### config.mk
export PLATFORM = sky130hd
export DESIGN_NAME = sound_mix_sched
export DESIGN_NICKNAME = d
export VERILOG_FILES = /design/src/rtl/sound_mix_sched.sv
export SDC_FILE = /design/constraint.sdc
export NUM_CORES = 1
export LEC_CHECK = 0
export BUFFER_PORTS_ARGS = -buffer_cell sky130_fd_sc_hd__buf_2
export CORE_MARGIN = 10
export CORE_UTILIZATION = 55
export CTS_BUF_LIST = sky130_fd_sc_hd__clkbuf_8
export CTS_CLUSTER_SIZE = 12
export DETAILED_ROUTE_END_ITERATION = 16
export GPL_TIMING_DRIVEN = 0
export PLACE_DENSITY_LB_ADDON = 0.1
export SLEW_MARGIN = 20
export SYNTH_ARGS = -nofsm -noshare
export SYNTH_HDL_FRONTEND = slang
export SYNTH_SLANG_ARGS = --single-unit
### constraint.sdc
create_clock -name clk -period 9.3 [get_ports clk]
set_input_delay 1.395 -clock clk [delete_from_list [all_inputs] [get_ports clk]]
set_output_delay 1.395 -clock clk [all_outputs]
set_load 0.05 [all_outputs]
### src/rtl/sound_mix_sched.sv
// Time-multiplexed audio mixer: one gain multiply-accumulate per 3 MHz tick across all channels,
// followed by saturation to OUT_W bits and a one-clk sample_valid strobe.
module sound_mix_sched #(
  parameter int unsigned NUM_CH     = 4,
  parameter int unsigned SAMPLE_DIV = 64,
  parameter int unsigned OUT_W      = 14
) (
  input  logic                  clk,
  input  logic                  rst,
  input  logic                  clk_3MHz_en,
  input  logic [NUM_CH*8-1:0]   ch_data,
  input  logic [NUM_CH*4-1:0]   ch_gain,
  input  logic [NUM_CH-1:0]     ch_enable,
  input  logic                  mute,
  output logic [OUT_W-1:0]      audio_out,
  output logic                  sample_valid,
  output logic                  busy
);

  localparam int unsigned DivW = (SAMPLE_DIV > 1) ? $clog2(SAMPLE_DIV) : 1;
  localparam int unsigned IdxW = (NUM_CH > 1) ? $clog2(NUM_CH) : 1;
  localparam int unsigned AccW = OUT_W + 4;
  localparam int unsigned SumW = AccW + 1;

  localparam logic [1:0] StIdle  = 2'd0;
  localparam logic [1:0] StAccum = 2'd1;
  localparam logic [1:0] StSat   = 2'd2;

  localparam logic [DivW-1:0] DivLast = DivW'(SAMPLE_DIV - 1);
  localparam logic [IdxW-1:0] IdxLast = IdxW'(NUM_CH - 1);
  localparam logic [AccW-1:0] OutMax  = {4'b0000, {OUT_W{1'b1}}};

  logic [1:0]          state_q;
  logic [DivW-1:0]     div_q;
  logic [IdxW-1:0]     idx_q;
  logic [AccW-1:0]     acc_q;
  logic [NUM_CH*8-1:0] data_q;
  logic [NUM_CH*4-1:0] gain_q;
  logic [NUM_CH-1:0]   en_q;
  logic                mute_q;
  logic [OUT_W-1:0]    audio_q;
  logic                valid_q;

  logic                start;
  logic [7:0]          sel_data;
  logic [3:0]          sel_gain;
  logic                sel_en;
  logic [11:0]         term;
  logic [SumW-1:0]     sum;
  logic [AccW-1:0]     acc_add;
  logic [OUT_W-1:0]    sat_val;

  assign start = clk_3MHz_en && (div_q == DivLast);

  always_comb begin
    sel_data = '0;
    sel_gain = '0;
    sel_en   = 1'b0;
    for (int i = 0; i < NUM_CH; i++) begin
      if (idx_q == IdxW'(i)) begin
        sel_data = data_q[i*8 +: 8];
        sel_gain = gain_q[i*4 +: 4];
        sel_en   = en_q[i];
      end
    end
    term = sel_en ? (12'(sel_data) * 12'(sel_gain)) : 12'd0;
    sum  = {1'b0, acc_q} + SumW'(term);
    // Sticky at all-ones so an oversized mix can never wrap back to a small value.
    acc_add = sum[AccW] ? {AccW{1'b1}} : sum[AccW-1:0];
    sat_val = (acc_q > OutMax) ? OutMax[OUT_W-1:0] : acc_q[OUT_W-1:0];
  end

  always_ff @(posedge clk) begin
    if (rst) begin
      state_q <= StIdle;
      div_q   <= '0;
      idx_q   <= '0;
      acc_q   <= '0;
      data_q  <= '0;
      gain_q  <= '0;
      en_q    <= '0;
      mute_q  <= 1'b0;
      audio_q <= '0;
      valid_q <= 1'b0;
    end else begin
      valid_q <= 1'b0;
      if (clk_3MHz_en) begin
        div_q <= start ? '0 : div_q + 1'b1;
        case (state_q)
          StIdle: begin
            if (start) begin
              data_q  <= ch_data;
              gain_q  <= ch_gain;
              en_q    <= ch_enable;
              mute_q  <= mute;
              acc_q   <= '0;
              idx_q   <= '0;
              state_q <= StAccum;
            end
          end
          StAccum: begin
            acc_q <= acc_add;
            idx_q <= idx_q + 1'b1;
            if (idx_q == IdxLast) state_q <= StSat;
          end
          StSat: begin
            audio_q <= mute_q ? '0 : sat_val;
            valid_q <= 1'b1;
            state_q <= StIdle;
          end
          default: state_q <= StIdle;
        endcase
      end
    end
  end

  assign audio_out    = audio_q;
  assign sample_valid = valid_q;
  assign busy         = (state_q != StIdle);

endmodule

## After elaboration in Yosys (flattened, before gate mapping)

Cells that the tools add are included.

| operators by class | value |
|---|---|
| $add $sub $neg | 3 |
| multiply operators | 1 |
| div/mod/pow operators | 0 |
| order comparisons | 1 |
| equality and inequality tests | 8 |
| shift operators | 0 |
| mux-type cells | 25 |
| bitwise operators | 1 |
| reductions and logical operators | 10 |

Operators by type and width:

| operator | count |
|---|---|
| $mux 18 | 2 |
| $pmux 18 s2 | 1 |
| $mux 8 | 4 |
| $mux 14 | 2 |
| $add 18x12->19 | 1 |
| $gt 18x14->1 const B | 1 |
| $mux 4 | 4 |
| $mul 8x4->12 | 1 |
| $mux 12 | 1 |
| $reduce_and 3->1 | 3 |
| $pmux 2 s2 | 2 |
| $add 6x1->6 const B | 1 |
| $eq 2x2->1 const B | 3 |
| $eq 6x6->1 const B | 1 |
| $mux 2 | 3 |
| $mux 6 | 1 |
| $mux 1 | 5 |
| $eq 2x1->1 const B | 2 |
| $logic_not 2->1 | 2 |
| $ne 2x2->1 const B | 2 |
| $reduce_bool 2->1 | 2 |
| $add 2x1->2 const B | 1 |
| $reduce_and 2->1 | 1 |
| $reduce_or 2->1 | 1 |
| other kinds (2) | 2 |

| storage, ports and cells | value |
|---|---|
| register bits after elaboration | 96 |
| bits in latches | 0 |
| memory bits (writable) | 0 |
| memory bits (read-only) | 0 |
| input bits | 56 |
| output and inout port bits | 16 |
| word-level logic and storage cells | 59 |
| memories kept | 0 |

## Depth between registers and ports, before layout

| logic depth | value |
|---|---|
| depth in word-level cells | 10 |
| depth in mapped cells | 30 |
| gate-level depth less buffers | 28 |

## Worst setup path after synthesis

OpenSTA, ideal clock, no wires.

| timing | value |
|---|---|
| path kind | register to register |
| from | register idx_q[0] |
| to | register acc_q[13] |
| library setup time | 0.122 ns |
| data arrival time | 5.722 ns |
| data required time | 9.178 ns |
| slack | 3.456 ns |
| stages on the path, launching flop included | 27 |
| buffers on the path | 2 |
| period minus slack after synthesis | 5.844 ns |
| path through | dfxtp_1 inv_1 ha_1 clkbuf_1 clkbuf_1 a21oi_1 nor2_1 a21oi_1 or2_2 fa_1 inv_1 fa_1 fa_1 a21o_1 a21oi_1 nor2b_1 o21ai_0 a21boi_0 xnor2_1 nor2_1 ha_1 or2_2 a31oi_2 o31ai_4 nor3b_4 and2_4 a311o_1 |

| between the ends | value |
|---|---|
| cells in the longest elaborated chain, start to end | 10 |
| elaborated cells between the ends (all ways) | 21 |
| those cells by class | add/sub: 1; mul: 1; eq/ne: 3; mux: 15; reduce/logical: 1 |

Ends and longest elaborated chain:

| element | line | RTL |
|---|---|---|
| start, declared | 35 | `logic [IdxW-1:0] idx_q;` |
| start signal, assigned | 103 | `idx_q <= idx_q + 1'b1;` |
| $logic_not 2->1 | 60 | `if (idx_q == IdxW'(i)) begin` |
| $mux 8 or $mux 4 (tied branches) (4 in a row) | 60 |  |
| $mul 8x4->12 | 66 | `term = sel_en ? (12'(sel_data) * 12'(sel_gain)) : 12'd0;` |
| $mux 12 (*) | 66 |  |
| $add 18x12->19 (*) | 67 | `sum = {1'b0, acc_q} + SumW'(term);` |
| $mux 18 (*) | 69 | `acc_add = sum[AccW] ? {AccW{1'b1}} : sum[AccW-1:0];` |
| $pmux 18 s2 (*) | 89 | `case (state_q)` |
| end signal, assigned | 78 | `acc_q <= '0;` |
| end signal, assigned | 96 | `acc_q <= '0;` |
| end signal, assigned | 102 | `acc_q <= acc_add;` |
| end, declared | 36 | `logic [AccW-1:0] acc_q;` |

Mark *: on every way between the ends. The rest lies on a longest branch, timed or not.
A chain may end at the register's enable or synchronous reset.

## Final worst setup path

Ends and elaborated chain as after synthesis.

==> tab_implementation.tex <==
\begin{tabular}{lr}
\hline
Metric & Value \\
\hline
\multicolumn{2}{l}{\textbf{Setup path}} \\
Arrival time worst endpoint & 6820 ps \\
CP endpoint kind & flop \\
Setup CP Type & flop to flop \\
Crit path required time & 9550 ps \\
Worst-path maximum fanout & 10 \\
Kind of start point of the critical path & flop \\
\multicolumn{2}{l}{\textbf{Global routing}} \\
GRT overflow & 0 \\
First-pass GRT wire length & 23.1 mm \\
Initial antenna violation count & 0 \\
Largest net degree at the start of global routing & 16 \\
Vias in the first global route & 5151 \\
Overall fraction of global-route tracks in use & 18.9\% \\
\multicolumn{2}{l}{\textbf{Layout}} \\
End-of-flow core utilization & 63.9\% \\
Antenna Cells & 0 \\
Commonest cells after routing, fill and taps aside & nand2\_1 (153), a21oi\_1 (125), nor2\_1 (103), dfxtp\_1 (96), buf\_2 (71) \\
Fraction of layout cells with a size suffix above 1 & 13.4\% \\
Net count, final & 932 \\
Most frequent standard cell in the layout excluding fill and tap cells & nand2\_1 \\
P\&R area growth vs syn & 12.6\% \\
\multicolumn{2}{l}{\textbf{Synthesis}} \\
Leading cell types by total area after synthesis & dfxtp\_1 (34\%), a21oi\_1 (11\%), nand2\_1 (10\%), ha\_1 (7.4\%), nor2\_1 (6.9\%) \\
Portion of synthesized cell area occupied by the leading cell type & 34.5\% \\
Ys Warns & 0 \\
Nets in the synthesized netlist & 850 \\
Number of cells produced by synthesis & 748 \\
Number of flops mapped to enable cells by yosys & 0 \\
Post-synth cell types & 50 \\
Fraction of registers with async set/reset & 0\% \\
Synthesized area per cell & 7.46 sq um \\
Netlist Area Pre-Place & 5580 sq um \\
Post-synthesis cell type with the largest combined area & dfxtp\_1 \\
Synth Register Bits & 96 \\
Sequential cell area fraction in the yosys report & 34.5\% \\
Most common flop cell mapped by yosys & dfxtp\_1 \\
\multicolumn{2}{l}{\textbf{Routing}} \\
First-pass detailed-route iteration total & 7 \\
Antenna violation net count after detailed routing & 0 \\
Wire length per cell after detailed routing & 13.8 um \\
Detailed-route via count & 5160 \\
Final wirelength & 13.4 mm \\
Post-detailed-route DRC marker count & 0 \\
Avg Vias per Cell & 5.34 \\
First DRT Iteration DRCs & 332 \\
\multicolumn{2}{l}{\textbf{STA}} \\
Worst-margin pin slew & 721 ps \\
Post-layout min period & 6570 ps \\
Worst clock skew & 11.8 ps \\
Unrepaired setup endpoints after global routing & false \\
Highest achievable clock rate & 152 MHz \\
Final setup vio count & 0 \\
Total negative slack for setup checks & 0 ps \\
Period Utilization, post-route & 70.6\% \\
Count of pins over their slew limit & 0 \\
Worst slew margin relative to its limit & 51.9\% \\
Post-route worst setup slack & 2730 ps \\
Final hold violations & 0 \\
\multicolumn{2}{l}{\textbf{Place}} \\
Last weighted congestion value of the routability-driven placer & 0.872 \\
Place WS & 2790 ps \\
HPWL Detailed & 10.7 mm \\
Number of buffers inserted by port buffering & 71 \\
\multicolumn{2}{l}{\textbf{Min path}} \\
Class of the tightest hold or removal check & flop to flop \\
\multicolumn{2}{l}{\textbf{Clock tree}} \\
Clock transition at path regs & 100 ps \\
Hold-fix buffers, CTS & 0 \\
Number of sinks handled by clock tree synthesis & 96 \\
Source-to-sink clock delay at the later pin of the worst-skew pair & 370 ps \\
Gates resized, CTS repair & 0 \\
Clock tree from TritonCTS & done \\
Buffer type at the clock tree root & clkbuf\_8 \\
H-tree levels & 3 \\
Worst-case clock buffer depth & 2 \\
Clock buffers created by TritonCTS & 9 \\
Number of buffers inserted to repair setup after CTS & 0 \\
\multicolumn{2}{l}{\textbf{Die}} \\
I/O pin count & 72 \\
Placeable core region & 9820 sq um \\
Standard-cell row count & 36 \\
Die width & 121 um \\
Die Area & 14600 sq um \\
Die extent in y & 121 um \\
Initial core utilization & 56.8\% \\
\multicolumn{2}{l}{\textbf{Outcome}} \\
Result of the run & complete, no violations \\
\multicolumn{2}{l}{\textbf{Power}} \\
Leak & 2.59 nW \\
Pwr/cell area & 111 nW/um\^{}2 \\
Worst-case vdd ir drop & 0.0712 mV \\
\multicolumn{2}{l}{\textbf{Run}} \\
\# Max-Cap Violations & 0 \\
\hline
\end{tabular}
==> cell usage after synthesis (2+ instances only) <==
| cell | n |
|---|---|
| a211oi_1 | 2 |
| a211oi_2 | 2 |
| a21boi_0 | 2 |
| a21o_1 | 6 |
| a21oi_1 | 125 |
| a221o_1 | 2 |
| a311o_1 | 3 |
| a31oi_1 | 2 |
| and2_1 | 2 |
| buf_1 | 3 |
| buf_6 | 2 |
| clkbuf_1 | 35 |
| dfxtp_1 | 96 |
| fa_1 | 13 |
| ha_1 | 33 |
| inv_1 | 21 |
| mux2i_1 | 2 |
| nand2_1 | 153 |
| nand2b_1 | 4 |
| nand3_1 | 7 |
| nand3b_1 | 14 |
| nor2_1 | 103 |
| nor2_2 | 2 |
| nor2b_1 | 9 |
| nor3_1 | 23 |
| nor4_1 | 2 |
| o211ai_1 | 2 |
| o21a_1 | 3 |
| o21ai_0 | 21 |
| o21ai_1 | 4 |
| o31ai_4 | 2 |
| or2_2 | 11 |
| or3_1 | 5 |
| xnor2_1 | 7 |
| xor2_1 | 10 |
==> through the flow <==
step / total power, mW / area, sq um / hold slack [ps] / instances
4_1_cts: 0.699 / 6280 / 460 / 967
3_5_place_dp: 0.446 / 6100 / 447 / 952
5_1_grt: 0.719 / 6280 / 478 / 967
3_3_place_gp: 0.445 / 6100 / 443 / 952
2_1_floorplan: 0.430 / 5580 / 436 / 748
6_report: 0.695 / 6280 / 461 / 967
==> power by group <==
part | internal, mW | switching [mW] | total, mW
logic | 0.0110 | 0.0130 | 0.0240
registers | 0.411 | 0.000715 | 0.412
clock network | 0.111 | 0.148 | 0.259
total | 0.533 | 0.162 | 0.695
==> logic make-up after synthesis <==
group	share of synthesized area [%]
DFF	34.5
AOI/OAI and AO/OA	18.6
muxes	0.359
buffers and inverters	4.46
adders and majority gates	12.1
xor gates and xnor gates	2.67
and+or+nand+nor	27.3
==> registers in the layout, indices dropped and copies added (netlist names) <==
signal	count
div_q	6
audio_out	14
en_q	4
data_q	32
gain_q	16
idx_q	2
mute_q	1
state_q	2
acc_q	18
sample_valid	1
==> layout make-up <==
type | count | area, sq um
repair buffers | 71 | 355
plain buffers | 41 | 170
multi-input cells | 590 | 3410
flip-flops and latches | 96 | 1920
clock inverters | 4 | 28.8
fillers | 918 | 3540
clock buffers | 11 | 151
inverters | 21 | 78.8
well taps | 133 | 166
==> critical path, cell delays in order, from the launching register on <==
cell      delay [ps]
dfxtp_1          410
inv_1             90
ha_1             260
buf_1            240
nand3b_1         150
a21oi_1           80
a21oi_1          160
nor2_1            60
a21oi_1          570
or2_2            240
fa_1             410
inv_1             90
fa_1             440
fa_1             470
a21o_1           190
a21oi_1          170
nor2b_1           80
o21ai_0          220
a21boi_0         160
xnor2_1          150
nor2_1            50
ha_1             360
or2_2            320
a31oi_2          250
o31ai_4          140
nor3b_4          190
and2_4           180
a311o_1          310
==> worst paths after layout <==
check	end	startpoint	depth (start not counted)	slack (ps)
max	acc_q[13]	idx_q[0]	27	2730
min	en_q[3]	en_q[3]	2	460
max reg2reg	acc_q[13]	idx_q[0]	27	2730
min reg2reg	en_q[3]	en_q[3]	2	460
==> layer usage <==
layer	part of all wire [%]	vias up	track usage, %
met3	5.9	12	5.30
met4	1.1	0	5.20
li1	-	2681	-
met1	45	2353	22.7
met5	0	-	0
met2	48	114	32.3
(Power assumes the default switching activity.)
